$ cat config.mk
export PLATFORM = sky130hd
export DESIGN_NAME = video_frame_gate
export DESIGN_NICKNAME = d
export VERILOG_FILES = /design/src/rtl/video_frame_gate.sv
export SDC_FILE = /design/constraint.sdc
export NUM_CORES = 1
export LEC_CHECK = 0
export BUFFER_PORTS_ARGS = -buffer_cell sky130_fd_sc_hd__buf_2
export CAP_MARGIN = 10
export CELL_PAD_IN_SITES_DETAIL_PLACEMENT = 1
export CELL_PAD_IN_SITES_GLOBAL_PLACEMENT = 1
export CORE_MARGIN = 4
export CORE_UTILIZATION = 38
export CTS_CLUSTER_DIAMETER = 60
export CTS_CLUSTER_SIZE = 8
export DETAILED_ROUTE_END_ITERATION = 16
export PLACE_DENSITY_LB_ADDON = 0.1
export SKIP_CTS_REPAIR_TIMING = 1
export SYNTH_ARGS = -nofsm -noshare
export SYNTH_HDL_FRONTEND = slang
export SYNTH_SLANG_ARGS = --single-unit
$ cat constraint.sdc
create_clock -name clk_clk -period 4.2 [get_ports clk_clk]
set_clock_uncertainty 0.1 [all_clocks]
set_input_delay 1.05 -clock clk_clk [delete_from_list [all_inputs] [get_ports clk_clk]]
set_output_delay 1.05 -clock clk_clk [all_outputs]
set_load 0.05 [all_outputs]
$ cat src/rtl/video_frame_gate.sv
// Frame gate between a camera Avalon-ST source and a video DMA sink. After an arm pulse it
// forwards one whole frame (or every frame in continuous mode), trimming and flagging malformed frames.
module video_frame_gate #(
  parameter int DATA_W     = 24,
  parameter int MAX_PIXELS = 76800,
  parameter int CNT_W      = 17
) (
  input  logic              clk_clk,
  input  logic              reset_reset_n,
  input  logic              arm,
  input  logic              continuous,
  input  logic [DATA_W-1:0] snk_data,
  input  logic              snk_sop,
  input  logic              snk_eop,
  input  logic              snk_valid,
  output logic              snk_ready,
  output logic [DATA_W-1:0] src_data,
  output logic              src_sop,
  output logic              src_eop,
  output logic              src_valid,
  input  logic              src_ready,
  output logic              busy,
  output logic              frame_done,
  output logic [15:0]       frame_count,
  output logic              err_short,
  output logic              err_long,
  output logic              err_sop
);

  typedef enum logic [1:0] {IDLE, WAIT_SOP, PASS, FLUSH} state_e;

  localparam logic [CNT_W-1:0] LAST_IDX = CNT_W'(MAX_PIXELS - 1);

  state_e            state_q, state_d;
  logic [CNT_W-1:0]  cnt_q, cnt_d, idx;
  logic [DATA_W-1:0] data_q, data_d;
  logic              sop_q, sop_d, eop_q, eop_d, valid_q, valid_d;
  logic              done_q, done_d;
  logic [15:0]       fcnt_q, fcnt_d;
  logic              es_q, es_d, el_q, el_d, ep_q, ep_d;
  logic              rst_done_q;
  logic              out_free, eop_xfer, rdy, snk_acc, fwd;

  always_comb begin
    // NOTE: every signal driven here gets a default before any branch, so no path can infer a latch.
    out_free = !valid_q || src_ready;
    eop_xfer = valid_q && src_ready && eop_q;
    rdy      = 1'b1;
    case (state_q)
      PASS:     rdy = out_free && !(valid_q && eop_q);
      // Only stalls when a trimmed frame's eop is still waiting on the DMA after FLUSH.
      WAIT_SOP: rdy = out_free;
      default:  rdy = 1'b1;
    endcase
    snk_ready = rst_done_q && rdy;
    snk_acc   = snk_valid && snk_ready;
    fwd       = snk_acc && ((state_q == WAIT_SOP && snk_sop) || state_q == PASS);
    idx       = (state_q == PASS) ? cnt_q : '0;

    state_d = state_q;
    cnt_d   = cnt_q;
    data_d  = data_q;
    sop_d   = sop_q;
    eop_d   = eop_q;
    valid_d = valid_q && !src_ready;
    done_d  = eop_xfer;
    fcnt_d  = fcnt_q + 16'(eop_xfer);
    es_d    = es_q;
    el_d    = el_q;
    ep_d    = ep_q;

    case (state_q)
      IDLE: begin
        if (arm) begin
          state_d = WAIT_SOP;
          es_d    = 1'b0;
          el_d    = 1'b0;
          ep_d    = 1'b0;
        end
      end
      WAIT_SOP: if (fwd) state_d = PASS;
      PASS:     if (eop_xfer) state_d = continuous ? WAIT_SOP : IDLE;
      FLUSH:    if (snk_acc && snk_eop) state_d = continuous ? WAIT_SOP : IDLE;
      default:  state_d = IDLE;
    endcase

    if (fwd) begin
      valid_d = 1'b1;
      data_d  = snk_data;
      sop_d   = (idx == '0);
      eop_d   = snk_eop || (idx == LAST_IDX);
      cnt_d   = idx + CNT_W'(1);
      if (snk_sop && idx != '0)       ep_d = 1'b1;
      if (snk_eop && idx != LAST_IDX) es_d = 1'b1;
      if (!snk_eop && idx == LAST_IDX) begin
        el_d    = 1'b1;
        state_d = FLUSH;
      end
    end
  end

  always_ff @(posedge clk_clk) begin
    // NOTE: sequential state uses non-blocking assignments so every register samples pre-edge values.
    if (!reset_reset_n) begin
      state_q    <= IDLE;
      cnt_q      <= '0;
      data_q     <= '0;
      sop_q      <= 1'b0;
      eop_q      <= 1'b0;
      valid_q    <= 1'b0;
      done_q     <= 1'b0;
      fcnt_q     <= '0;
      es_q       <= 1'b0;
      el_q       <= 1'b0;
      ep_q       <= 1'b0;
      rst_done_q <= 1'b0;
    end else begin
      state_q    <= state_d;
      cnt_q      <= cnt_d;
      data_q     <= data_d;
      sop_q      <= sop_d;
      eop_q      <= eop_d;
      valid_q    <= valid_d;
      done_q     <= done_d;
      fcnt_q     <= fcnt_d;
      es_q       <= es_d;
      el_q       <= el_d;
      ep_q       <= ep_d;
      rst_done_q <= 1'b1;
    end
  end

  assign src_data    = data_q;
  assign src_sop     = sop_q;
  assign src_eop     = eop_q;
  assign src_valid   = valid_q;
  assign busy        = (state_q != IDLE);
  assign frame_done  = done_q;
  assign frame_count = fcnt_q;
  assign err_short   = es_q;
  assign err_long    = el_q;
  assign err_sop     = ep_q;

endmodule
* After elaboration in Yosys (flattened, before gate mapping)
Cells that the tools add are included.
** Word-level totals
- Logic and storage cells :: 67
- Input port bits :: 32
- Output and inout port bits :: 49
- Register bits :: 67
** Cells by class
- Equality and inequality tests :: 5
- Reduce and logical (&&, ||, !) cells :: 24
- $add $sub $neg :: 2
- Mux-type cells :: 24
** Operator list (number)
- 17-bit by 1-bit adder with 17-bit output (second input constant) :: 1
- 17-bit == test (second input constant) :: 1
- 17-bit zero test :: 1
- 17-bit two-way mux :: 1
- 17-bit != test (second input constant) :: 1
- 17-bit nonzero test :: 1
- 16-bit by 1-bit adder with 16-bit output :: 1
- 1-bit two-way mux :: 15
- 1-bit logical AND :: 13
- 2-bit two-way mux :: 6
- 2-bit one-hot mux with 4 select lines :: 1
- 2-bit == test (second input constant) :: 2
- 1-bit zero test :: 4
- 1-bit logical OR :: 3
- 2-bit by 1-bit == test with 1-bit output (second input constant) :: 1
- 2-bit zero test :: 1
- 1-bit one-hot mux with 2 select lines :: 1
- 2-bit nonzero test :: 1

* Depth between registers and ports, before layout
- Word-level depth :: 11
- Depth in mapped cells :: 13
- Depth with buffers taken out :: 10

* Worst setup path before layout
No wires, ideal clock.
- Path kind :: register to register
- Start point :: reg state_q[0]
- End point :: reg state_q[0]
- Path buffers :: 3
- Period minus slack after synthesis :: 3.100 ns
- Arrival time :: 2.909 ns
- Setup time :: 0.091 ns
- Stages on the path, launching flop included :: 13
- Required time :: 4.009 ns
- Setup slack :: 1.100 ns
- Path through :: dfxtp_1 inv_1 ha_1 clkbuf_1 clkbuf_1 clkbuf_1 and2_1 ha_1 nand4_1 nor2_1 nand4_1 or3_1 a311oi_1
** Between the ends
- Word-level cells in the longest chain between the ends :: 9
- Elaborated cells between the ends (all ways) :: 21
- Those cells by class :: eq/ne: 4; mux: 9; reduce/logical: 8
** RTL lines
- start, declared :: line 34 : state_e state_q, state_d;
- start signal, assigned :: line 118 : state_q <= state_d;
- 2-bit by 1-bit == test with 1-bit output or 2-bit == test (tied branches)
- 1-bit one-hot mux with 2 select lines :: line 49 : case (state_q)
- 1-bit logical AND :: line 55 : snk_ready = rst_done_q && rdy;
- 1-bit logical AND :: line 56 : snk_acc = snk_valid && snk_ready;
- 1-bit logical AND (on tied branches) :: line 83, 57
- 2-bit two-way mux (on tied branches) :: line 83, 81
- 2-bit one-hot mux with 4 select lines :: line 72 : case (state_q)
- 2-bit two-way mux :: line 95 : if (!snk_eop && idx == LAST_IDX) begin
- 2-bit two-way mux (*) :: line 87 : if (fwd) begin
Mark *: on every way between the ends. The rest lies on a longest branch, timed or not.
A chain may end at the register's enable or synchronous reset.

* Final worst setup path
- Start point :: reg state_q[1]
- End point :: out snk_ready
** Between the ends
- Word-level cells in the longest chain between the ends :: 3
- Elaborated cells between the ends (all ways) :: 4
- Those cells by class :: eq/ne: 2; mux: 1; reduce/logical: 1
** RTL lines
- 2-bit by 1-bit == test with 1-bit output or 2-bit == test (tied branches) :: line 49
- 1-bit one-hot mux with 2 select lines (*) :: line 49
- 1-bit logical AND (*) :: line 55
- end, declared :: line 16 : output logic snk_ready,
Marked as above.

==> flow_summary.yaml <==
critical_path:
  arrival_ns: 1.90
  worstPathRequired_ns: 3.05
  critPathKind: "flop to output port"
  cp-end-kind: "output port"
  reg2reg_slack_ns: 1.16
  cp_max_fo: 6
  cp-start-kind: "flop"
die:
  io_pins: 81
  die_w_um: 98.5
  fp-row-count: 32
  coreArea_mm2: 0.00785
  dieArea_mm2: 0.00969
  die_h_um: 98.5
  start_util_pct: 39.6
yosys:
  ys_seq_elements: 67
  synth.avg_cell_area_um2: 7.97
  synth_top_family_by_area: "simple AND/OR/NAND/NOR gates"
  synth_seq_area_share_pct: 43.1
  yosys_warnings: 0
  synthXorXnorAreaFrac_pct: 3.94
  synth_area_leader_cell: "dfxtp_1"
  synth_adder_area_share_pct: 3.62
  synth-edff-count: 0
  synth-compound-area-share_pct: 16.2
  async_flop_share_pct: 0
  synth-simple-area-share_pct: 28.3
  netlist_instances: 390
  ys_types: 45
  syn_area_mm2: 0.00311
  ys.flop_type: "dfxtp_1"
  yosys-top-cells-area: "dfxtp_1, nand2_1, a21oi_1"
  synthMuxAreaShare_pct: 0.684
  synth_most_common_cell: "nand2_1"
  syn_nets: 431
  yosys-top-cells-count: "nand2_1, dfxtp_1, a21oi_1"
  post-synth-top-area-fraction_pct: 43.1
clocking:
  insertion_delay_ns: 0.34
  h-tree-depth: 3
  cts-buffers-inserted: 9
  cts_tree: "yes"
  ctsRootBufferMaster: "clkbuf_8"
  clock-sinks: 67
  cts_buffer_depth: 2
  path_clk_slew_ns: 0.07
sta:
  hold_viol: 0
  slew_headroom_pct: 53.0
  setup_viol: 0
  timing.setup.tns_ns: 0
  slew_viol_final: 0
  rsz0062_at_grt: "no"
  layout_min_cycle_time_ns: 3.05
  fmax_mhz: 328
  timing.final.crit_share_pct: 72.7
  worst_pin_slew_ns: 0.705
global_route:
  grt_util_all_layers_pct: 18.0
  overflow: 0
  grt_max_degree: 32
  grt_pass1_vias: 3040
  grt_pass1_wl_um: 14600
  antenna_found_initial: 0
route:
  ant_nets: 0
  wl_per_cell_um: 14.9
  routed_wl_um: 8590
  drc: 0
  vias_per_cell: 5.36
  firstDrtPassIters: 4
  drt_iter0_drc: 73
  vias: 3081
layout:
  area_growth_pct: 22.8
  final_core_utilization_pct: 48.6
  drive_above_1_share_pct: 22.8
  final_net_count: 510
  design_area_mm2: 0.00382
  antenna_cells: 0
run_status:
  status: "finished, final reports clean"
power_and_ir_drop:
  ir_drop_mv: 0.169
  p_leak_nw: 1.56
  p_per_area_mw_per_mm2: 347
placement:
  placed_cell_area_mm2: 0.00361
  globalplace.congestion: 0.813
  dpl.hpwl_um: 6090
  portBuffers: 80
worst_hold_path:
  hp-class: "flop to flop"
run:
  maxCapViolCount: 0
[logic make-up (layout without fill, tap and decap cells)]
family          after synthesis  after routing
xor+xnor                     14             14
compound gates               85             85
flops                        67             67
simple gates                182            182
fa+ha+maj                     9              9
mux                           2              2
buf+inv                      31            114
[cells in the final DEF (no fill, tap or decap), drive strengths merged, types with 10 or more instances in the layout]
master,n
clkbuf,10
nand2,73
and2,11
inv,11
nor2,30
dfxtp,67
o21ai,15
a21oi,40
nand3,16
nand4,12
nor3,12
buf,87
[worst paths after layout]
check / from / endpoint / cells after the start
worst min register to register: src_data[13] / src_data[13] / 2
worst max-delay path: state_q[1] / snk_ready / 7
worst min-delay path: src_data[13] / src_data[13] / 2
worst max register to register: state_q[0] / state_q[0] / 9
[worst max-delay path: stages, from the launching register on]
cell and delay (ns):
dfxtp_1 0.39, inv_1 0.11, ha_1 0.27, nand2b_1 0.20, a21boi_0 0.16, o21ai_0 0.08
and2_1 0.15, buf_2 0.20
[power breakdown]
group          internal (mW)  switching, mW  total, mW
clock network          0.330          0.251      0.581
registers              0.642        0.00576      0.648
logic                 0.0308         0.0662     0.0971
[flip-flops by register name, summed over array words and instances (netlist names)]
| register | count |
|---|---|
| rst_done_q | 1 |
| err_sop | 1 |
| src_eop | 1 |
| src_data | 24 |
| frame_done | 1 |
| src_sop | 1 |
| cnt_q | 17 |
| err_short | 1 |
| src_valid | 1 |
| state_q | 2 |
| frame_count | 16 |
| err_long | 1 |
[layout make-up]
cell class              count  area, um^2
inverters                  12        45.0
fillers                  1020        4030
well taps                 102         128
clock buffers              10         128
flip-flops and latches     67        1340
clock inverters             5        78.8
multi-input cells         292        1640
repair buffers             87         453
[per-stage QoR]
step / hold WS [ns] / setup WS, ns / power (mW) / cells
after floorplan: 0.363 / 1.10 / 0.723 / 390
after global placement: 0.339 / 1.29 / 0.759 / 560
after detailed placement: 0.344 / 1.21 / 0.761 / 560
after CTS: 0.355 / 1.12 / 1.34 / 575
after global routing: 0.383 / 0.901 / 1.39 / 575
final: 0.354 / 1.15 / 1.33 / 575
[per-layer routing]
metal	vias to the layer above	track usage [%]	share of wire (%)
met1	1484	23.2	47
met5	-	0	0
met2	74	29.8	47
met4	0	4.10	0.72
li1	1515	-	-
met3	8	5.10	5.4
(Power assumes the default switching activity.)
